**config.mk**
```make
export PLATFORM = sky130hd
export DESIGN_NAME = flag_pipe
export DESIGN_NICKNAME = d
export VERILOG_FILES = /design/src/rtl/flag_pipe.sv
export SDC_FILE = /design/constraint.sdc
export NUM_CORES = 1
export LEC_CHECK = 0
export BUFFER_PORTS_ARGS = -buffer_cell sky130_fd_sc_hd__buf_4
export CAP_MARGIN = 15
export CELL_PAD_IN_SITES_DETAIL_PLACEMENT = 0
export CELL_PAD_IN_SITES_GLOBAL_PLACEMENT = 1
export CORE_MARGIN = 10
export CORE_UTILIZATION = 32
export DETAILED_ROUTE_END_ITERATION = 8
export PLACE_DENSITY = 0.8
export SLEW_MARGIN = 5
export SYNTH_ARGS = -nofsm -noshare
export SYNTH_HDL_FRONTEND = slang
export SYNTH_SLANG_ARGS = --single-unit
```
**constraint.sdc**
```tcl
create_clock -name clk -period 1.4 [get_ports clk]
set_clock_uncertainty 0.05 [all_clocks]
set_input_delay 0.28 -clock clk [delete_from_list [all_inputs] [get_ports clk]]
set_output_delay 0.28 -clock clk [all_outputs]
set_load 0.05 [all_outputs]
```
**src/rtl/flag_pipe.sv**
```systemverilog
// flag_pipe: pipelined zero/negative/carry/overflow evaluation with a registered flags register.
// Ports:
//   clk, reset      single clock; synchronous active-high reset
//   in_valid        result/carry_in/ovf_in/set_flags describe an op this cycle
//   result          ALU result (WIDTH bits) reduced by a RADIX-ary OR tree
//   carry_in/ovf_in ALU carry-out and signed overflow of the op
//   set_flags       op updates the architectural flags register
//   stall, flush    hold every stage / kill every in-flight op (flush wins)
//   out_valid       per-op outputs below describe the op leaving the pipe
//   zero, negative, carry, overflow  per-op flags, forced to 0 while out_valid=0
//   flags           architectural register {negative, zero, overflow, carry}
module flag_pipe #(
    parameter int WIDTH = 64,
    parameter int RADIX = 4
) (
    input  logic             clk,
    input  logic             reset,
    input  logic             in_valid,
    input  logic [WIDTH-1:0] result,
    input  logic             carry_in,
    input  logic             ovf_in,
    input  logic             set_flags,
    input  logic             stall,
    input  logic             flush,
    output logic             out_valid,
    output logic             zero,
    output logic             negative,
    output logic             carry,
    output logic             overflow,
    output logic [3:0]       flags
);

    // Number of bits left after k levels of RADIX-wide reduction.
    function automatic int stage_w(int k);
        int w = WIDTH;
        for (int i = 0; i < k; i++) w = (w + RADIX - 1) / RADIX;
        return w;
    endfunction

    function automatic int calc_lat();
        int l = 1;
        while (stage_w(l) > 1) l++;
        return l;
    endfunction

    localparam int LAT = calc_lat();

    logic [LAT-1:0] vld, neg_q, cy_q, ov_q, sf_q;
    logic           fin;
    logic           load;

    // Each stage ORs RADIX-bit groups of the previous stage; the last group
    // is zero-extended so a partial group never picks up stray bits.
    for (genvar s = 0; s < LAT; s++) begin : g_stage
        localparam int IW = stage_w(s);
        localparam int OW = stage_w(s + 1);
        localparam int PW = OW * RADIX;
        logic [IW-1:0] d;
        logic [PW-1:0] pad;
        logic [OW-1:0] ors;
        logic [OW-1:0] q;
        if (s == 0) begin : g_first
            assign d = result;
        end else begin : g_next
            assign d = g_stage[s-1].q;
        end
        assign pad = PW'(d);
        for (genvar j = 0; j < OW; j++) begin : g_or
            assign ors[j] = |pad[j*RADIX +: RADIX];
        end
        always_ff @(posedge clk) begin
            if (reset) q <= '0;
            else if (!stall) q <= ors;
        end
    end

    assign fin       = g_stage[LAT-1].q[0];
    assign out_valid = vld[LAT-1];
    assign zero      = out_valid & ~fin;
    assign negative  = out_valid & neg_q[LAT-1];
    assign carry     = out_valid & cy_q[LAT-1];
    assign overflow  = out_valid & ov_q[LAT-1];
    assign load      = out_valid & sf_q[LAT-1] & ~stall & ~flush;

    always_ff @(posedge clk) begin
        if (reset) begin
            vld   <= '0;
            neg_q <= '0;
            cy_q  <= '0;
            ov_q  <= '0;
            sf_q  <= '0;
            flags <= '0;
        end else begin
            if (!stall) begin
                neg_q <= LAT'({neg_q, result[WIDTH-1]});
                cy_q  <= LAT'({cy_q, carry_in});
                ov_q  <= LAT'({ov_q, ovf_in});
                sf_q  <= LAT'({sf_q, set_flags});
            end
            if (flush) vld <= '0;
            else if (!stall) vld <= LAT'({vld, in_valid});
            if (load) flags <= {negative, zero, overflow, carry};
        end
    end

endmodule

```
=== Yosys cells after proc, flatten, opt, wreduce, memory -nomap -nowiden ===
Index checks and enable logic that the tools add are counted.

* Bitwise logic cells: 10
* Reductions and logical operators: 22

{| class="wikitable"
|+ Operator list
! operator !! number
|-
| 4-bit OR reduction || 21
|-
| 1-bit bitwise AND || 7
|-
| 1-bit inverter || 3
|-
| 2-bit OR reduction || 1
|}

* Logic and storage cells: 41
* Output and inout port bits: 9
* Flip-flop bits (word level): 40

=== Depth between registers and ports, before layout ===
Gate-level depths: netlist (run 1).

* Depth after elaboration: 3
* Depth in mapped cells: 4
* Depth with buffers taken out: 2

=== Worst setup path after synthesis (run 1) ===
Ideal clock, no wire load.

* Path kind: reg-to-output
* From: register vld[2]
* To: output zero
* Cell stages (with the launch flop): 2
* Arrival time: 1.454 ns
* Setup slack: -0.384 ns
* Cells stage by stage: dfxtp_1 > nor2b_1

* Cells in the longest elaborated chain, start to end: 1

{| class="wikitable"
|+ RTL lines
! item !! line !! text
|-
| start, declared || 48 || <nowiki>logic [LAT-1:0] vld, neg_q, cy_q, ov_q, sf_q;</nowiki>
|-
| start signal, assigned || 101 || <nowiki>else if (!stall) vld <= LAT'({vld, in_valid});</nowiki>
|-
| 1-bit bitwise AND || 79 || <nowiki>assign zero = out_valid & ~fin;</nowiki>
|-
| end, declared || 26 || <nowiki>output logic zero,</nowiki>
|}

Every way passes these cells.

=== Final worst setup path (run 1) ===
Ends and elaborated chain as after synthesis.

==> impl_results.html, run 1 <==
<table>
<tr><th>Metric</th><th>Value</th></tr>
<tr><th colspan="2">Status</th></tr>
<tr><td>Outcome</td><td>finished clean</td></tr>
<tr><th colspan="2">Timing</th></tr>
<tr><td>Final setup margin</td><td>between 0.07 and 0.08 ns</td></tr>
<tr><td>Max Transition Viols Final</td><td>0</td></tr>
<tr><td>Number of failing setup endpoints in the final timing report</td><td>0</td></tr>
<tr><td>Final critical delay including setup and external delays</td><td>about 1.3 ns</td></tr>
<tr><td>Final hold violation count</td><td>0</td></tr>
<tr><td>Share of the clock period used by the worst path</td><td>a little over nine tenths</td></tr>
<tr><td>Fmax</td><td>roughly 750 MHz</td></tr>
<tr><td>Post-Route Setup TNS</td><td>0 ns</td></tr>
<tr><td>Worst slew margin</td><td>about 81%</td></tr>
<tr><td>RSZ-0062 raised after global routing</td><td>false</td></tr>
<tr><td>Slew at the pin closest to its max-slew limit</td><td>about 0.29 ns</td></tr>
<tr><th colspan="2">Yosys</th></tr>
<tr><td>Simple-gate share of the synthesized area</td><td>between 15 and 20%</td></tr>
<tr><td>Share of Yosys cell area claimed by the top area cell type</td><td>about half</td></tr>
<tr><td>Register bit total from synthesis</td><td>40</td></tr>
<tr><td>Post-Synth Adder-Cell Area</td><td>0%</td></tr>
<tr><td>Part of the Yosys area used for sequential elements</td><td>about 48%</td></tr>
<tr><td>Biggest area contributors in the synthesized netlist</td><td>sky130_fd_sc_hd__dfxtp_1 (48%), sky130_fd_sc_hd__a221oi_1 (11%), sky130_fd_sc_hd__mux2i_1 (11%)</td></tr>
<tr><td>Synth unique cells</td><td>15</td></tr>
<tr><td>Warnings, synthesis</td><td>0</td></tr>
<tr><td>Cell taking the most area after synthesis</td><td>sky130_fd_sc_hd__dfxtp_1</td></tr>
<tr><td>XOR/XNOR share of the synthesized area</td><td>0%</td></tr>
<tr><td>Dominant combinational cell family by area after synthesis</td><td>simple AND/OR/NAND/NOR gates</td></tr>
<tr><td>Fraction of synthesized area in multiplexers</td><td>about an eighth</td></tr>
<tr><td>Compound-Gate Fraction of Synth Area</td><td>between 10% and 20%</td></tr>
<tr><td>Post-Syn Nets</td><td>~250</td></tr>
<tr><td>Syn Area/Cell</td><td>around 9.4 um^2</td></tr>
<tr><td>Netlist area before placement</td><td>between 0.0015 and 0.002 mm^2</td></tr>
<tr><td>Cell count after synthesis</td><td>177</td></tr>
<tr><th colspan="2">Global routing</th></tr>
<tr><td>Pin count of the biggest net entering global routing</td><td>between 40 and 50</td></tr>
<tr><td>Global router's overall resource usage</td><td>10.2%</td></tr>
<tr><td>Number of antenna violations at the first check in global routing</td><td>0</td></tr>
<tr><td>Aggregate global routing overflow</td><td>0</td></tr>
<tr><td>Global-route wire length before repair</td><td>7.25 mm</td></tr>
<tr><td>Via count of the first global-routing pass</td><td>roughly 1,600</td></tr>
<tr><th colspan="2">Floorplanning</th></tr>
<tr><td>Starting utilization of the core area</td><td>approximately 33%</td></tr>
<tr><td>Num rows</td><td>26</td></tr>
<tr><td>IO Count</td><td>~80</td></tr>
<tr><td>Die outline width</td><td>a little over 90 um</td></tr>
<tr><td>Die Ht</td><td>92.0 um</td></tr>
<tr><td>Core region area</td><td>~0.0051 mm^2</td></tr>
<tr><td>Total die area</td><td>approximately 0.0085 mm^2</td></tr>
<tr><th colspan="2">Clock tree</th></tr>
<tr><td>Maximum root-to-sink buffer count</td><td>2</td></tr>
<tr><td>TritonCTS sink count</td><td>40</td></tr>
<tr><td>Buffer count from post-CTS setup fixing</td><td>0</td></tr>
<tr><td>Clock buffers created by TritonCTS</td><td>5</td></tr>
<tr><td>Clock Latency Late Sink</td><td>0.28 ns</td></tr>
<tr><td>Clock root cell</td><td>sky130_fd_sc_hd__clkbuf_8</td></tr>
<tr><td>CTS Hold Buffers Added</td><td>0</td></tr>
<tr><td>Clock-pin slew on the worst setup and hold paths</td><td>around 0.08 ns</td></tr>
<tr><td>CTS tree</td><td>built</td></tr>
<tr><td>Number of levels the H-tree was split into</td><td>2</td></tr>
<tr><th colspan="2">Drt</th></tr>
<tr><td>Starting DRC count in detailed routing</td><td>55</td></tr>
<tr><td>Via total after detailed routing</td><td>~1,500</td></tr>
<tr><td>Routed wirelength normalized by instance count</td><td>~13 um</td></tr>
<tr><td>Via density per instance</td><td>4.44</td></tr>
<tr><td>Number of optimization iterations in the first detailed-route pass</td><td>4</td></tr>
<tr><td>Number of nets still failing antenna checks after routing</td><td>0</td></tr>
<tr><td>Total wire length after detailed routing</td><td>4.36 mm</td></tr>
<tr><td>Number of remaining DRC errors</td><td>0</td></tr>
<tr><th colspan="2">Place</th></tr>
<tr><td>Number of port buffers</td><td>80</td></tr>
<tr><td>Half-perimeter wire length of the detailed placement result</td><td>3.37 mm</td></tr>
<tr><td>Area of placed instances</td><td>between 0.002 and 0.0025 mm^2</td></tr>
<tr><td>Routability congestion estimate from global placement</td><td>around 0.70</td></tr>
<tr><td>Post-placement worst setup slack</td><td>0.00143 ns</td></tr>
<tr><td>Number of instances in the placed design</td><td>between 300 and 400</td></tr>
<tr><th colspan="2">Worst setup path</th></tr>
<tr><td>R2r worst-path depth</td><td>3</td></tr>
<tr><td>Capture point of the worst reg-to-reg path</td><td>flags[2]$_SDFFE_PP0P_</td></tr>
<tr><td>R2r startpoint</td><td>vld[2]$_SDFFE_PP0N_</td></tr>
<tr><td>Biggest fanout along the worst timing path</td><td>7</td></tr>
<tr><td>Startpoint type of the worst setup path</td><td>flop</td></tr>
<tr><td>Crit path arrival time</td><td>1.00 ns</td></tr>
<tr><td>Worst Path Required</td><td>1.07 ns</td></tr>
<tr><td>CP endpoint kind</td><td>output pin</td></tr>
<tr><td>R2R Setup Slk</td><td>roughly 0.1 ns</td></tr>
<tr><td>Setup Crit Path Kind</td><td>reg -&gt; out</td></tr>
<tr><th colspan="2">Run</th></tr>
<tr><td># Max-Cap Violations</td><td>0</td></tr>
<tr><th colspan="2">Power</th></tr>
<tr><td>Leakage power summed over all cells</td><td>~1.2 nW</td></tr>
<tr><td>Ratio of total power to cell area</td><td>around 1000 mW/mm^2</td></tr>
<tr><td>Peak VDD IR</td><td>between 0.0003 and 0.0004 V</td></tr>
<tr><th colspan="2">Final layout</th></tr>
<tr><td>Area overhead of the layout relative to synthesis</td><td>48.0%</td></tr>
<tr><td>Filler-free cell count of the finished design</td><td>between 300 and 400</td></tr>
<tr><td>Antenna cell count</td><td>0</td></tr>
<tr><td>Highest-count cells in the layout ignoring fill and taps</td><td>sky130_fd_sc_hd__buf_4 (82), sky130_fd_sc_hd__dfxtp_1 (39), sky130_fd_sc_hd__inv_1 (37)</td></tr>
<tr><td>Non-Filler Cell Area, Final</td><td>approximately 0.0025 mm^2</td></tr>
<tr><td>Fraction of final layout cells with drive strength greater than 1</td><td>a little under two fifths</td></tr>
<tr><td>Most common cell after layout, fill and taps aside</td><td>sky130_fd_sc_hd__buf_4</td></tr>
<tr><td>Final nets</td><td>between 300 and 400</td></tr>
<tr><th colspan="2">Worst hold path</th></tr>
<tr><td>Launch instance of the worst min-delay path</td><td>flush</td></tr>
<tr><td>Hold Crit Endpoint</td><td>vld[2]$_SDFFE_PP0N_</td></tr>
<tr><td>Hold Path Stages</td><td>2</td></tr>
<tr><td>Hold/Removal Path Class</td><td>in -&gt; reg</td></tr>
</table>
-- per-layer routing --
| metal | up-vias | global-route usage (%) | share of wire (%) |
|---|---|---|---|
| met1 | 626 | 11.5 | 44 |
| met2 | 49 | 16.2 | 45 |
| met5 | - | 0 | 0 |
| li1 | 780 | - | - |
| met4 | 0 | 3.86 | 0.83 |
| met3 | 2 | 5.22 | 9.9 |
-- synthesized netlist by cell type, drive strengths merged --
cell type and number:
buf 11, and2 3, dfxtp 40, a221oi 21, nand2b 6, nor4bb 1, nor2b 2, inv 37
mux2 1, nor4 21, nor3 3, mux2i 18, nor2 13
-- timing repair --
action,4_1_cts,5_1_grt
resized for setup,0,2
endpoints found under the hold margin,0,0
endpoints found under the setup margin,0,2
-- where the power goes --
part | internal [mW] | total [mW] | switching (mW)
registers | 1.20 | 1.23 | 0.0293
logic | 0.198 | 0.319 | 0.120
clock network | 0.527 | 0.930 | 0.403
-- kinds of logic (layout without fill, tap and decap cells) --
kind of cell | count (synthesis) | after routing
AOI/OAI and AO/OA | 21 | 21
DFF | 40 | 40
buffers and inverters | 48 | 129
and+or+nand+nor | 49 | 49
muxes | 19 | 19
-- through the flow --
step | power [mW] | utilization (%) | hold slack (ns)
after floorplan | 1.39 | - | 0.299
after detailed placement | 1.58 | 45.9 | 0.415
after global routing | 2.59 | 48.3 | 0.131
after global placement | 1.57 | 45.9 | 0.410
final | 2.47 | 48.3 | 0.139
after CTS | 2.51 | 48.1 | 0.119
-- flip-flops by register name (all words and copies together), names as in the netlist --
register   cells
cy_q           3
vld            3
flags          4
neg_q          3
sf_q           3
ov_q           3
g_stage.q     20
fin            1
-- worst max-delay path by stage --
| stage | from | end | slack (ns) | cells past startpoint |
|---|---|---|---|---|
| after floorplan | vld[2]$_SDFFE_PP0N_ | flags[2]$_SDFFE_PP0P_ | 0.05 | 3 |
| after global placement | stall | flags[2]$_SDFFE_PP0P_ | 0.009 | 4 |
| after detailed placement | stall | flags[2]$_SDFFE_PP0P_ | 0.001 | 4 |
| after CTS | vld[2]$_SDFFE_PP0N_ | zero | 0.04 | 2 |
| after global routing | vld[2]$_SDFFE_PP0N_ | zero | 0.009 | 2 |
| final | vld[2]$_SDFFE_PP0N_ | zero | 0.07 | 2 |
-- cell type report --
cell class	instances	area [um^2]
multi-input cells	89	662
fillers	505	2620
flip-flops and latches	40	805
clock buffers	5	68.8
repair buffers	84	647
well taps	70	87.6
inverters	37	139
clock inverters	3	42.5
-- critical path, cell delays in order (launching register included) --
cell and delay (ns):
sky130_fd_sc_hd__dfxtp_4 0.37, sky130_fd_sc_hd__nor2b_2 0.17, sky130_fd_sc_hd__buf_6 0.17
Power figures use the tool's default switching activity.
==> run 2: changes to the inputs <==
GPL_ROUTABILITY_DRIVEN = 0   (was unset)
PLACE_DENSITY = unset   (was 0.8)
PLACE_DENSITY_LB_ADDON = 0.1   (was unset)
==> run 2 against run 1 <==
Effect of this change:
- clock power down 2.4%
- non-clock buffer count is 1 higher
- global-route usage is 0.40 points higher
- critical endpoint is now carry
- maximum frequency shrank 1.2%
- combinational power barely moved
- clock-buffer cell count rose by 1
- design area fell by 0.26%
==> impl_results.html, run 2 (synthesis results as in run 1) <==
<table>
<tr><th>Metric</th><th>Value</th></tr>
<tr><th colspan="2">Drt</th></tr>
<tr><td>Total wire length after detailed routing</td><td>4.36 mm (about the same)</td></tr>
<tr><td>Number of optimization iterations in the first detailed-route pass</td><td>4 (unchanged)</td></tr>
<tr><td>Routed wirelength normalized by instance count</td><td>13.3 um (about the same)</td></tr>
<tr><td>Number of nets still failing antenna checks after routing</td><td>0 (unchanged)</td></tr>
<tr><td>Via density per instance</td><td>4.53 (was 4.44)</td></tr>
<tr><td>Via total after detailed routing</td><td>1,492 (was 1,457)</td></tr>
<tr><td>Starting DRC count in detailed routing</td><td>46 (was 55)</td></tr>
<tr><td>Number of remaining DRC errors</td><td>0 (unchanged)</td></tr>
<tr><th colspan="2">Global routing</th></tr>
<tr><td>Pin count of the biggest net entering global routing</td><td>42 (was 47)</td></tr>
<tr><td>Aggregate global routing overflow</td><td>0 (unchanged)</td></tr>
<tr><td>Global-route wire length before repair</td><td>7.48 mm (was 7.25 mm)</td></tr>
<tr><td>Via count of the first global-routing pass</td><td>1,595 (was 1,603)</td></tr>
<tr><td>Global router's overall resource usage</td><td>10.6% (was 10.2%)</td></tr>
<tr><td>Number of antenna violations at the first check in global routing</td><td>0 (unchanged)</td></tr>
<tr><th colspan="2">Worst setup path</th></tr>
<tr><td>CP top delay family</td><td>flip-flops (unchanged)</td></tr>
<tr><td>CP max-delay cell</td><td>sky130_fd_sc_hd__dfxtp_4 (unchanged)</td></tr>
<tr><td>CP peak stage delay</td><td>0.38 ns (was 0.37 ns)</td></tr>
<tr><td>Crit path arrival time</td><td>1.02 ns (was 1.00 ns)</td></tr>
<tr><td>CP Depth</td><td>2 (unchanged)</td></tr>
<tr><td>Worst Path Required</td><td>1.07 ns (about the same)</td></tr>
<tr><td>Startpoint type of the worst setup path</td><td>flop (unchanged)</td></tr>
<tr><td>Number of buffer and inverter stages on the critical path</td><td>1 (unchanged)</td></tr>
<tr><td>Series of cell instances along the critical path</td><td>and2_1 -&gt; buf_4 (was nor2b_2 -&gt; buf_6)</td></tr>
<tr><td>CP endpoint kind</td><td>output pin (unchanged)</td></tr>
<tr><td>Setup Crit Path Kind</td><td>reg -&gt; out (unchanged)</td></tr>
<tr><td>Biggest fanout along the worst timing path</td><td>7 (unchanged)</td></tr>
<tr><td>R2r worst-path depth</td><td>3 (unchanged)</td></tr>
<tr><th colspan="2">Final layout</th></tr>
<tr><td>Flip-flop count of the largest register after layout</td><td>20 (unchanged)</td></tr>
<tr><td>Non-Filler Cell Area, Final</td><td>0.00244 mm^2 (was 0.00245 mm^2)</td></tr>
<tr><td>Area overhead of the layout relative to synthesis</td><td>47.6% (was 48.0%)</td></tr>
<tr><td>Regs by FF count</td><td>g_stage.q: 20 flops, flags: 4 flops (unchanged)</td></tr>
<tr><td>Highest-count cells in the layout ignoring fill and taps</td><td>sky130_fd_sc_hd__buf_4 (84), sky130_fd_sc_hd__dfxtp_1 (39), sky130_fd_sc_hd__inv_1 (37) (was sky130_fd_sc_hd__buf_4 (82), sky130_fd_sc_hd__dfxtp_1 (39), sky130_fd_sc_hd__inv_1 (37))</td></tr>
<tr><td>Filler-free cell count of the finished design</td><td>329 (was 328)</td></tr>
<tr><td>Filler cell count</td><td>539 (was 505)</td></tr>
<tr><td>Largest register by flop count</td><td>g_stage.q (unchanged)</td></tr>
<tr><td>Fraction of final layout cells with drive strength greater than 1</td><td>36.7% (was 37.2%)</td></tr>
<tr><td>Final nets</td><td>330 (was 329)</td></tr>
<tr><td>Final Core Density</td><td>48.2% (was 48.3%)</td></tr>
<tr><td>Antenna cell count</td><td>0 (unchanged)</td></tr>
<tr><td>Most common cell after layout, fill and taps aside</td><td>sky130_fd_sc_hd__buf_4 (unchanged)</td></tr>
<tr><th colspan="2">Clock tree</th></tr>
<tr><td>Maximum root-to-sink buffer count</td><td>2 (unchanged)</td></tr>
<tr><td>Number of levels the H-tree was split into</td><td>2 (unchanged)</td></tr>
<tr><td>Clock Latency Late Sink</td><td>0.29 ns (was 0.28 ns)</td></tr>
<tr><td>Clock root cell</td><td>sky130_fd_sc_hd__clkbuf_8 (unchanged)</td></tr>
<tr><td>Clock buffers created by TritonCTS</td><td>5 (unchanged)</td></tr>
<tr><td>TritonCTS sink count</td><td>40 (unchanged)</td></tr>
<tr><td>Buffer count from post-CTS setup fixing</td><td>0 (unchanged)</td></tr>
<tr><td>Clock-pin slew on the worst setup and hold paths</td><td>0.07 ns (was 0.08 ns)</td></tr>
<tr><td>CTS tree</td><td>built (unchanged)</td></tr>
<tr><td>CTS Hold Buffers Added</td><td>0 (unchanged)</td></tr>
<tr><td>Cells resized by post-CTS repair</td><td>0 (unchanged)</td></tr>
<tr><th colspan="2">Timing</th></tr>
<tr><td>Slew at the pin closest to its max-slew limit</td><td>0.314 ns (was 0.285 ns)</td></tr>
<tr><td>Post-Route Setup TNS</td><td>0 ns (unchanged)</td></tr>
<tr><td>Worst slew margin</td><td>78.8% (was 80.8%)</td></tr>
<tr><td>Share of the clock period used by the worst path</td><td>96.1% (was 94.9%)</td></tr>
<tr><td>RSZ-0062 raised after global routing</td><td>false (unchanged)</td></tr>
<tr><td>Final hold violation count</td><td>0 (unchanged)</td></tr>
<tr><td>Final critical delay including setup and external delays</td><td>1.35 ns (was 1.33 ns)</td></tr>
<tr><td>Number of failing setup endpoints in the final timing report</td><td>0 (unchanged)</td></tr>
<tr><td>Max Transition Viols Final</td><td>0 (unchanged)</td></tr>
<tr><td>Final-layout worst hold slack</td><td>0.135 ns (was 0.139 ns)</td></tr>
<tr><td>Fmax</td><td>743 MHz (was 753 MHz)</td></tr>
<tr><td>Final setup margin</td><td>0.0548 ns (was 0.0711 ns)</td></tr>
<tr><th colspan="2">Floorplanning</th></tr>
<tr><td>Core region area</td><td>0.00507 mm^2 (unchanged)</td></tr>
<tr><td>Num rows</td><td>26 (unchanged)</td></tr>
<tr><td>Die outline width</td><td>92.0 um (unchanged)</td></tr>
<tr><td>IO Count</td><td>81 (unchanged)</td></tr>
<tr><td>Total die area</td><td>0.00845 mm^2 (unchanged)</td></tr>
<tr><td>Die Ht</td><td>92.0 um (unchanged)</td></tr>
<tr><td>Starting utilization of the core area</td><td>32.6% (unchanged)</td></tr>
<tr><th colspan="2">Run</th></tr>
<tr><td># Max-Cap Violations</td><td>0 (unchanged)</td></tr>
<tr><th colspan="2">Worst hold path</th></tr>
<tr><td>Hold/Removal Path Class</td><td>in -&gt; reg (unchanged)</td></tr>
<tr><td>Hold Path Stages</td><td>2 (unchanged)</td></tr>
<tr><th colspan="2">Power</th></tr>
<tr><td>Leakage power summed over all cells</td><td>1.16 nW (was 1.15 nW)</td></tr>
<tr><td>Ratio of total power to cell area</td><td>1000 mW/mm^2 (was 1010 mW/mm^2)</td></tr>
<tr><td>Overall power consumption</td><td>2.45 mW (was 2.47 mW)</td></tr>
<tr><td>Peak VDD IR</td><td>0.000481 V (was 0.000399 V)</td></tr>
<tr><th colspan="2">Place</th></tr>
<tr><td>Area of placed instances</td><td>0.00234 mm^2 (was 0.00233 mm^2)</td></tr>
<tr><td>Number of port buffers</td><td>80 (unchanged)</td></tr>
<tr><td>Half-perimeter wire length of the detailed placement result</td><td>3.50 mm (was 3.37 mm)</td></tr>
<tr><td>Post-placement worst setup slack</td><td>0.0451 ns (was 0.00143 ns)</td></tr>
<tr><td>Number of instances in the placed design</td><td>321 (was 320)</td></tr>
<tr><th colspan="2">Status</th></tr>
<tr><td>Outcome</td><td>finished clean (unchanged)</td></tr>
</table>
==> run 2: final cells by class <==
| class | instances | area, um^2 | area share (%) |
|---|---|---|---|
| Sequential cell | 40 | 805 | 32.9 |
| Multi-Input combinational cell | 89 | 656 | 26.8 |
| Timing Repair Buffer | 85 | 651 | 26.6 |
| Inverter | 37 | 139 | 5.68 |
| Tap cell | 70 | 87.6 | 3.58 |
| Clock buffer | 6 | 72.6 | 2.97 |
| Clock inverter | 2 | 35.0 | 1.43 |
==> run 2: worst paths after layout <==
path / start / endpoint / slack [ns]
hold / removal: flush / vld[2]$_SDFFE_PP0N_ / 0.13
setup / recovery: vld[2]$_SDFFE_PP0N_ / carry / 0.05
setup reg to reg: vld[2]$_SDFFE_PP0N_ / flags[2]$_SDFFE_PP0P_ / 0.10
hold reg to reg: g_stage[0].q[11]$_SDFFE_PP0N_ / g_stage[1].q[2]$_SDFFE_PP0N_ / 0.42
==> run 2: power breakdown <==
| part | internal, mW | leakage, nW | switching, mW |
|---|---|---|---|
| clock network | 0.529 | 0.0552 | 0.379 |
| registers | 1.20 | 0.331 | 0.0300 |
| logic | 0.200 | 0.773 | 0.118 |
==> run 2: metal layers <==
metal	GRT usage [%]	vias up	part of all wire, %
li1	-	781	-
met1	13.6	652	47
met2	15.4	53	42
met3	5.30	6	9.3
met4	3.08	0	1.2
met5	0	-	0
